<file path="src/rtl/bias_stream_ctrl_pkg.sv">
// Shared definitions for the bias coefficient streamer: controller state
// encoding and the ROM address width helper.
package bias_stream_ctrl_pkg;

  typedef logic [1:0] state_t;

  localparam state_t S_IDLE  = 2'd0;
  localparam state_t S_RUN   = 2'd1;
  localparam state_t S_DRAIN = 2'd2;
  localparam state_t S_DONE  = 2'd3;

  // ceil(log2(n)) with a floor of one bit so tiny ROMs still get a port
  function automatic int unsigned addr_width(input int unsigned n);
    if (n <= 2) return 1;
    return $clog2(n);
  endfunction

endpackage

</file>
<file path="src/rtl/bias_skid_buf.sv">
// Two-entry FIFO holding ROM words between capture and the output FIFO write.
// Push and pop in the same cycle leave the occupancy unchanged.
module bias_skid_buf #(
  parameter int unsigned DATA_WIDTH = 16
) (
  input  logic                  clk,
  input  logic                  rst_n,
  input  logic                  push,
  input  logic                  pop,
  input  logic [DATA_WIDTH-1:0] din,
  output logic [DATA_WIDTH-1:0] head,
  output logic [1:0]            count
);

  logic [DATA_WIDTH-1:0] mem [2];
  logic                  rd_ptr;
  logic                  wr_ptr;
  logic                  do_pop;

  assign do_pop = pop && (count != 2'd0);
  assign head   = mem[rd_ptr];

  // storage, pointers and occupancy update
  always_ff @(posedge clk or negedge rst_n) begin
    if (!rst_n) begin
      mem[0] <= '0;
      mem[1] <= '0;
      rd_ptr <= 1'b0;
      wr_ptr <= 1'b0;
      count  <= 2'd0;
    end else begin
      if (push) begin
        mem[wr_ptr] <= din;
        wr_ptr      <= ~wr_ptr;
      end
      if (do_pop) rd_ptr <= ~rd_ptr;
      case ({push, do_pop})
        2'b10:   count <= count + 2'd1;
        2'b01:   count <= count - 2'd1;
        default: count <= count;
      endcase
    end
  end

endmodule

</file>
<file path="src/rtl/bias_stream_ctrl.sv">
// Streams MEM_SIZE bias coefficients from a ROM into an output FIFO,
// REPEAT passes per ap_start. Optional feature macro:
// BIAS_STREAM_CTRL_STALL_CNT_EN adds a 32-bit saturating stall_count port.
module bias_stream_ctrl
  import bias_stream_ctrl_pkg::*;
#(
  parameter int unsigned MEM_SIZE   = 16,
  parameter int unsigned DATA_WIDTH = 16,
  parameter int unsigned REPEAT     = 1
) (
  input  logic                                  ap_clk,
  input  logic                                  ap_rst_n,
  input  logic                                  ap_start,
  output logic                                  ap_idle,
  output logic                                  ap_done,
  output logic [addr_width(MEM_SIZE)-1:0]       rom_address,
  output logic                                  rom_ce,
  input  logic [DATA_WIDTH-1:0]                 rom_q,
  output logic [DATA_WIDTH-1:0]                 output_V_din,
  input  logic                                  output_V_full_n,
  output logic                                  output_V_write
`ifdef BIAS_STREAM_CTRL_STALL_CNT_EN
  ,
  output logic [31:0]                           stall_count
`endif
);

  localparam int unsigned AW    = addr_width(MEM_SIZE);
  localparam int unsigned TOTAL = MEM_SIZE * REPEAT;

  state_t          state;
  state_t          state_nx;
  logic [AW-1:0]   addr;
  logic [31:0]     rd_cnt;
  logic            inflight;
  logic [1:0]      occ;
  logic [1:0]      occ_eff;
  logic            pop;
  logic            rd_issue;
  logic            last_read;
  logic            start_acc;

  assign start_acc = (state == S_IDLE) && ap_start;
  assign pop       = (occ != 2'd0) && output_V_full_n;
  // Occupancy after this cycle's pop: lets a read issue in the same cycle a
  // word leaves, which is what sustains one write per cycle.
  assign occ_eff   = occ - {1'b0, pop};
  assign rd_issue  = (state == S_RUN) &&
                     ((occ_eff == 2'd0) || ((occ_eff == 2'd1) && !inflight));
  assign last_read = rd_issue && (rd_cnt == 32'(TOTAL - 1));

  assign ap_idle        = (state == S_IDLE);
  assign ap_done        = (state == S_DONE);
  assign rom_ce         = rd_issue;
  assign rom_address    = addr;
  assign output_V_write = pop;

  // next-state selection
  always_comb begin
    state_nx = state;
    case (state)
      S_IDLE:  if (ap_start) state_nx = S_RUN;
      S_RUN:   if (last_read) state_nx = S_DRAIN;
      S_DRAIN: if ((occ_eff == 2'd0) && !inflight) state_nx = S_DONE;
      default: state_nx = S_IDLE;
    endcase
  end

  // state, read tracking and address generation
  always_ff @(posedge ap_clk or negedge ap_rst_n) begin
    if (!ap_rst_n) begin
      state    <= S_IDLE;
      addr     <= '0;
      rd_cnt   <= '0;
      inflight <= 1'b0;
    end else begin
      state    <= state_nx;
      inflight <= rd_issue;
      if (start_acc) begin
        addr   <= '0;
        rd_cnt <= '0;
      end else if (rd_issue) begin
        addr   <= (addr == AW'(MEM_SIZE - 1)) ? '0 : addr + AW'(1);
        rd_cnt <= rd_cnt + 32'd1;
      end
    end
  end

  bias_skid_buf #(
    .DATA_WIDTH(DATA_WIDTH)
  ) u_buf (
    .clk   (ap_clk),
    .rst_n (ap_rst_n),
    .push  (inflight),
    .pop   (pop),
    .din   (rom_q),
    .head  (output_V_din),
    .count (occ)
  );

`ifdef BIAS_STREAM_CTRL_STALL_CNT_EN
  logic [31:0] stall_cnt;

  assign stall_count = stall_cnt;

  // cycles with data waiting on a full output FIFO, saturating
  always_ff @(posedge ap_clk or negedge ap_rst_n) begin
    if (!ap_rst_n) begin
      stall_cnt <= '0;
    end else if (start_acc) begin
      stall_cnt <= '0;
    end else if ((occ != 2'd0) && !output_V_full_n && (stall_cnt != '1)) begin
      stall_cnt <= stall_cnt + 32'd1;
    end
  end
`endif

endmodule

</file>
<file path="config.mk">
export PLATFORM = sky130hd
export DESIGN_NAME = bias_stream_ctrl
export DESIGN_NICKNAME = d
export VERILOG_FILES = /design/src/rtl/bias_stream_ctrl_pkg.sv /design/src/rtl/bias_skid_buf.sv /design/src/rtl/bias_stream_ctrl.sv
export SDC_FILE = /design/constraint.sdc
export NUM_CORES = 1
export LEC_CHECK = 0
export CAP_MARGIN = 5
export CORE_MARGIN = 3
export CORE_UTILIZATION = 35
export DETAILED_ROUTE_END_ITERATION = 8
export GPL_TIMING_DRIVEN = 0
export SYNTH_ARGS = -nofsm -noshare
export SYNTH_HDL_FRONTEND = slang
export SYNTH_SLANG_ARGS = --single-unit
</file>
<file path="constraint.sdc">
create_clock -name ap_clk -period 5.6 [get_ports ap_clk]
set_input_delay 0.84 -clock ap_clk [delete_from_list [all_inputs] [get_ports ap_clk]]
set_output_delay 0.84 -clock ap_clk [all_outputs]
set_load 0.1 [all_outputs]
</file>
### After elaboration in Yosys (flattened, before gate mapping)

Cells that the tools add are included.

* word-level logic and storage cells: 64
* register bits after elaboration: 75

* equality and inequality tests: 11
* bitwise logic cells: 4
* $lt $le $gt $ge: 3
* muxes and demuxes: 16
* reductions and logical operators: 16
* add/sub/neg operators: 5

Operator list (number)
* 16-bit 2-to-1 mux: 4
* 32-bit 2-to-1 mux: 2
* 32-bit by 1-bit adder with 32-bit output, second input constant: 1
* 32-bit bitwise mux: 1
* 32-bit by 4-bit equality test with 1-bit output, second input constant: 1
* 16-bit demux with 1-bit select: 1
* 4-bit 2-to-1 mux: 3
* 1-bit logical AND: 8
* 2-bit by 1-bit equality test with 1-bit output, second input constant: 3
* 2-bit equality test, second input constant: 3
* 2-bit 2-to-1 mux: 3
* 2-bit != test, second input constant: 3
* 2-bit one-hot mux with 3 select lines: 1
* 2-bit nonzero test: 3
* 4-bit by 1-bit adder with 4-bit output, second input constant: 1
* 4-bit equality test, second input constant: 1
* 2-bit greater-or-equal comparator, second input constant: 2
* 2-bit logical NOT: 2
* 1-bit inverter with 2-bit output: 2
* 2-bit one-hot mux with 2 select lines: 1
* 3-bit AND reduction: 1
* 2-bit by 1-bit adder with 2-bit output, second input constant: 1
* 2-bit by 1-bit < comparator with 1-bit output, second input constant: 1
* 1-bit inverter: 2
* other kinds (4): 4

### Logic depth before layout (Yosys ltp)

* word-level depth: 10
* gate-level depth with buffers: 9
* depth with buffers taken out: 7

### Cells and area by module

A second synthesis with hierarchy kept.

* cells, all modules: 324
* area total of the unflattened synthesis: 3692.3 sq um

By module, submodules not included
* bias_stream_ctrl: times used 1, sequential area each 975.9 sq um, cells each 225, area each 2129.5 sq um
* bias_skid_buf: times used 1, sequential area each 900.9 sq um, cells each 99, area each 1562.7 sq um

### Least setup slack after synthesis

OpenSTA, ideal clock, no wires.

* path kind: input to output
* start point: input output_V_full_n
* end point: output rom_ce
* slack: 1704 ps
* required time: 4760 ps
* arrival: 3056 ps
* stages: 6
* path through: o21a_1 -> ha_1 -> xnor2_2 -> and3_1 -> clkbuf_1 -> buf_2

* cells in the longest elaborated chain, start to end: 6
* elaborated cells on any way between the ends: 7
* classes of those cells: add/sub: 1; eq/ne: 1; reduce/logical: 5

Ends and longest elaborated chain
* from (decl): RTL line bias_stream_ctrl.sv:20 `input logic output_V_full_n,`
* 1-bit logical AND *: RTL line bias_stream_ctrl.sv:44 `assign pop = (occ != 2'd0) && output_V_full_n;`
* 2-bit by 1-bit subtractor with 2-bit output *: RTL line bias_stream_ctrl.sv:47 `assign occ_eff = occ - {1'b0, pop};`
* 2-bit by 1-bit equality test with 1-bit output: RTL line bias_stream_ctrl.sv:49 `((occ_eff == 2'd0) || ((occ_eff == 2'd1) && !inflight));`
* 1-bit logical AND: RTL line bias_stream_ctrl.sv:49
* 1-bit logical OR *: RTL line bias_stream_ctrl.sv:49
* 1-bit logical AND *: RTL line bias_stream_ctrl.sv:48 `assign rd_issue = (state == S_RUN) &&`
* to (decl): RTL line bias_stream_ctrl.sv:17 `output logic rom_ce,`

Mark *: on every way between the ends. The rest lies on a longest branch, timed or not.

### Worst setup path after layout

Same ends and word-level chain as after synthesis.

==> results.toml <==
[floorplan]
io_pins = 44
start_util_pct = 36.0
die_w_um = 109
fp.dieH_um = 109
dieArea_um2 = 11900
core_um2 = 10400
rows = 37

[global_route]
antenna_found_initial = 0
grt_max_degree = 72
grt_overflow = 0
gr-usage-all-layers_pct = 13.8
grt_pass1_wl_um = 13100
grt_pass1_vias = 2696

[cts]
post_cts_buffers = 0
clock-sinks = 75
cts.htree.levels = 3
cts_resized = 0
clk_pin_slew_ps = 80
max-clock-path-buffers = 2
cts_tree = "yes"
clk_latency_ps = 350
cts_hold_buf = 0
cts_buffers = 9
clock-root-buffer = "clkbuf_8"

[yosys]
synth_top_area_share_pct = 50.2
synth_edf_count = 0
yosys-top-cells-area = "dfrtp_1, mux2_2, xor2_1"
ys_ff_latch = 75
netlist_instances = 332
synth-seq-area-share_pct = 50.2
avgSynthCellArea_um2 = 11.3
yosysMostFrequentCell = "dfrtp_1"
syn_area_um2 = 3740
ys_warn_count = 0
synth_top_area_cell = "dfrtp_1"
synth_fp_nets = 360
ys_types = 36
async_flop_share_pct = 100
synth_commonest_cells = "dfrtp_1, mux2_2, nor2_1"
synth-main-ff-cell = "dfrtp_1"

[timing]
fin_crit_ps = 4870
skew_ps = 12.7
rsz0062_at_grt = "no"
setup_viol = 0
slew_violations = 0
finalCritPeriodShare_pct = 86.9
tightest_slew_ps = 992
hold_viol_final = 0
fin_tns_setup_ps = 0
max_freq_mhz = 205
slew_headroom_pct = 33.7

[run]
max-cap-violations = 0

[critical_path]
endpoint_kind = "output port"
critPathTopFamily = "buffers and inverters"
timing.rr.start = "u_buf.count[1]"
critPathMaxFanout = 11
path_buf_inv = 4
critPathKind = "in -> out"
crit_top_cell = "clkdlybuf4s50_1"
critPathRequiredTime_ps = 4760
slowest_stage = "clkdlybuf4s50_1"
cp-start-kind = "primary input"
cp-startpoint = "output_V_full_n"
max_stage_delay_ps = 1200
cp.arrival_ps = 4030
path_cells = "clkdlybuf4s50_1 > o21a_1 > ha_1 > xnor2_2 > and3_1 > clkbuf_1 > buf_2 > clkdlybuf4s50_1"

[final_layout]
drive_gt1_share_pct = 20.7
antenna_cells = 0
final_nets = 415
area_growth_pct = 21.7

[routing]
drc = 0
dr_total_vias = 2624
drt_iter0_drc = 80
drt-total-wl_um = 7710
dr.pass1.iters = 6
viasPerCell = 4.97
ant_nets = 0
wire_per_inst_um = 14.6

[place]
io_buffers = 43
dp_hpwl_um = 5390
gp_congestion = 0.778

[hold_path]
hold_class = "in -> async"

[outcome]
status = "finished, final reports clean"
## routing by layer
| metal | part of all wire [%] | global-route usage [%] | vias to the layer above |
|---|---|---|---|
| met1 | 48 | 19.1 | 1289 |
| li1 | - | - | 1292 |
| met3 | 3.1 | 2.88 | 11 |
| met5 | 0 | 0 | - |
| met2 | 48 | 22.0 | 32 |
| met4 | 1.6 | 4.10 | 0 |
## layout make-up
class,count,area [µm²]
Fill cell,1022,5820
Sequential cell,75,1880
Multi-Input combinational cell,234,1740
Timing Repair Buffer,44,455
Tap cell,136,170
Clock buffer,10,138
Buffer,16,88.8
Clock inverter,6,47.5
Inverter,7,26.3
## registers in the layout, summed over array words and instances, names as in the netlist
name,flops
rom_address,4
u_buf.wr_ptr,1
u_buf.count,2
state,2
u_buf.mem,32
inflight,1
u_buf.rd_ptr,1
rd_cnt,32
## final timing paths
kind	end	slack [ps]	cells after the start
worst max-delay path	rom_ce	730	8
worst min-delay path	u_buf.mem[1]	300	1
worst max register to register	rd_cnt[28]	3010	9
worst min register to register	u_buf.mem[3]	500	1
max in group asynchronous	rd_cnt[15]	4750	2
min in group ap_clk	u_buf.mem[3]	500	1
## cell usage in the layout, fill, tap and decap left out, types with 2 or more instances in the layout
| master | count |
|---|---|
| or4_1 | 2 |
| inv_1 | 7 |
| a21oi_1 | 12 |
| buf_2 | 5 |
| xor2_1 | 17 |
| inv_6 | 2 |
| and2_1 | 4 |
| nand2_1 | 17 |
| dfrtp_1 | 75 |
| clkdlybuf4s50_1 | 42 |
| mux2i_1 | 4 |
| o31ai_1 | 2 |
| nand4_1 | 12 |
| and3_1 | 8 |
| nand3_1 | 9 |
| clkinv_4 | 2 |
| clkbuf_8 | 10 |
| or3_1 | 9 |
| xnor2_1 | 10 |
| o21ai_0 | 9 |
| clkbuf_1 | 8 |
| ha_1 | 8 |
| and4_1 | 4 |
| mux2_2 | 49 |
| nor2_1 | 32 |
| nor4_1 | 10 |
| nor3_1 | 3 |
| buf_6 | 3 |
| a31oi_1 | 2 |
## through the flow
stage	setup slack (ps)	util [%]	hold slack [ps]	std cells	area, µm²
after floorplan	1700	-	461	332	3740
after global placement	717	41.8	477	511	4340
after detailed placement	691	42.1	492	512	4360
after CTS	677	43.8	275	528	4550
after global routing	558	43.8	269	528	4550
final	731	43.8	295	528	4550
## cells by family after synthesis
family	share of synthesized area, %
AO/OA/AOI/OAI	4.42
flip-flops	50.2
multiplexers	15.8
buffers and inverters	3.08
XOR/XNOR	6.76
adder cells (fa/ha/maj)	2.68
AND/OR/NAND/NOR	17.0
Power is not shown: default switching activity piles up to over one toggle a cycle in this logic, so the estimate is an artifact.
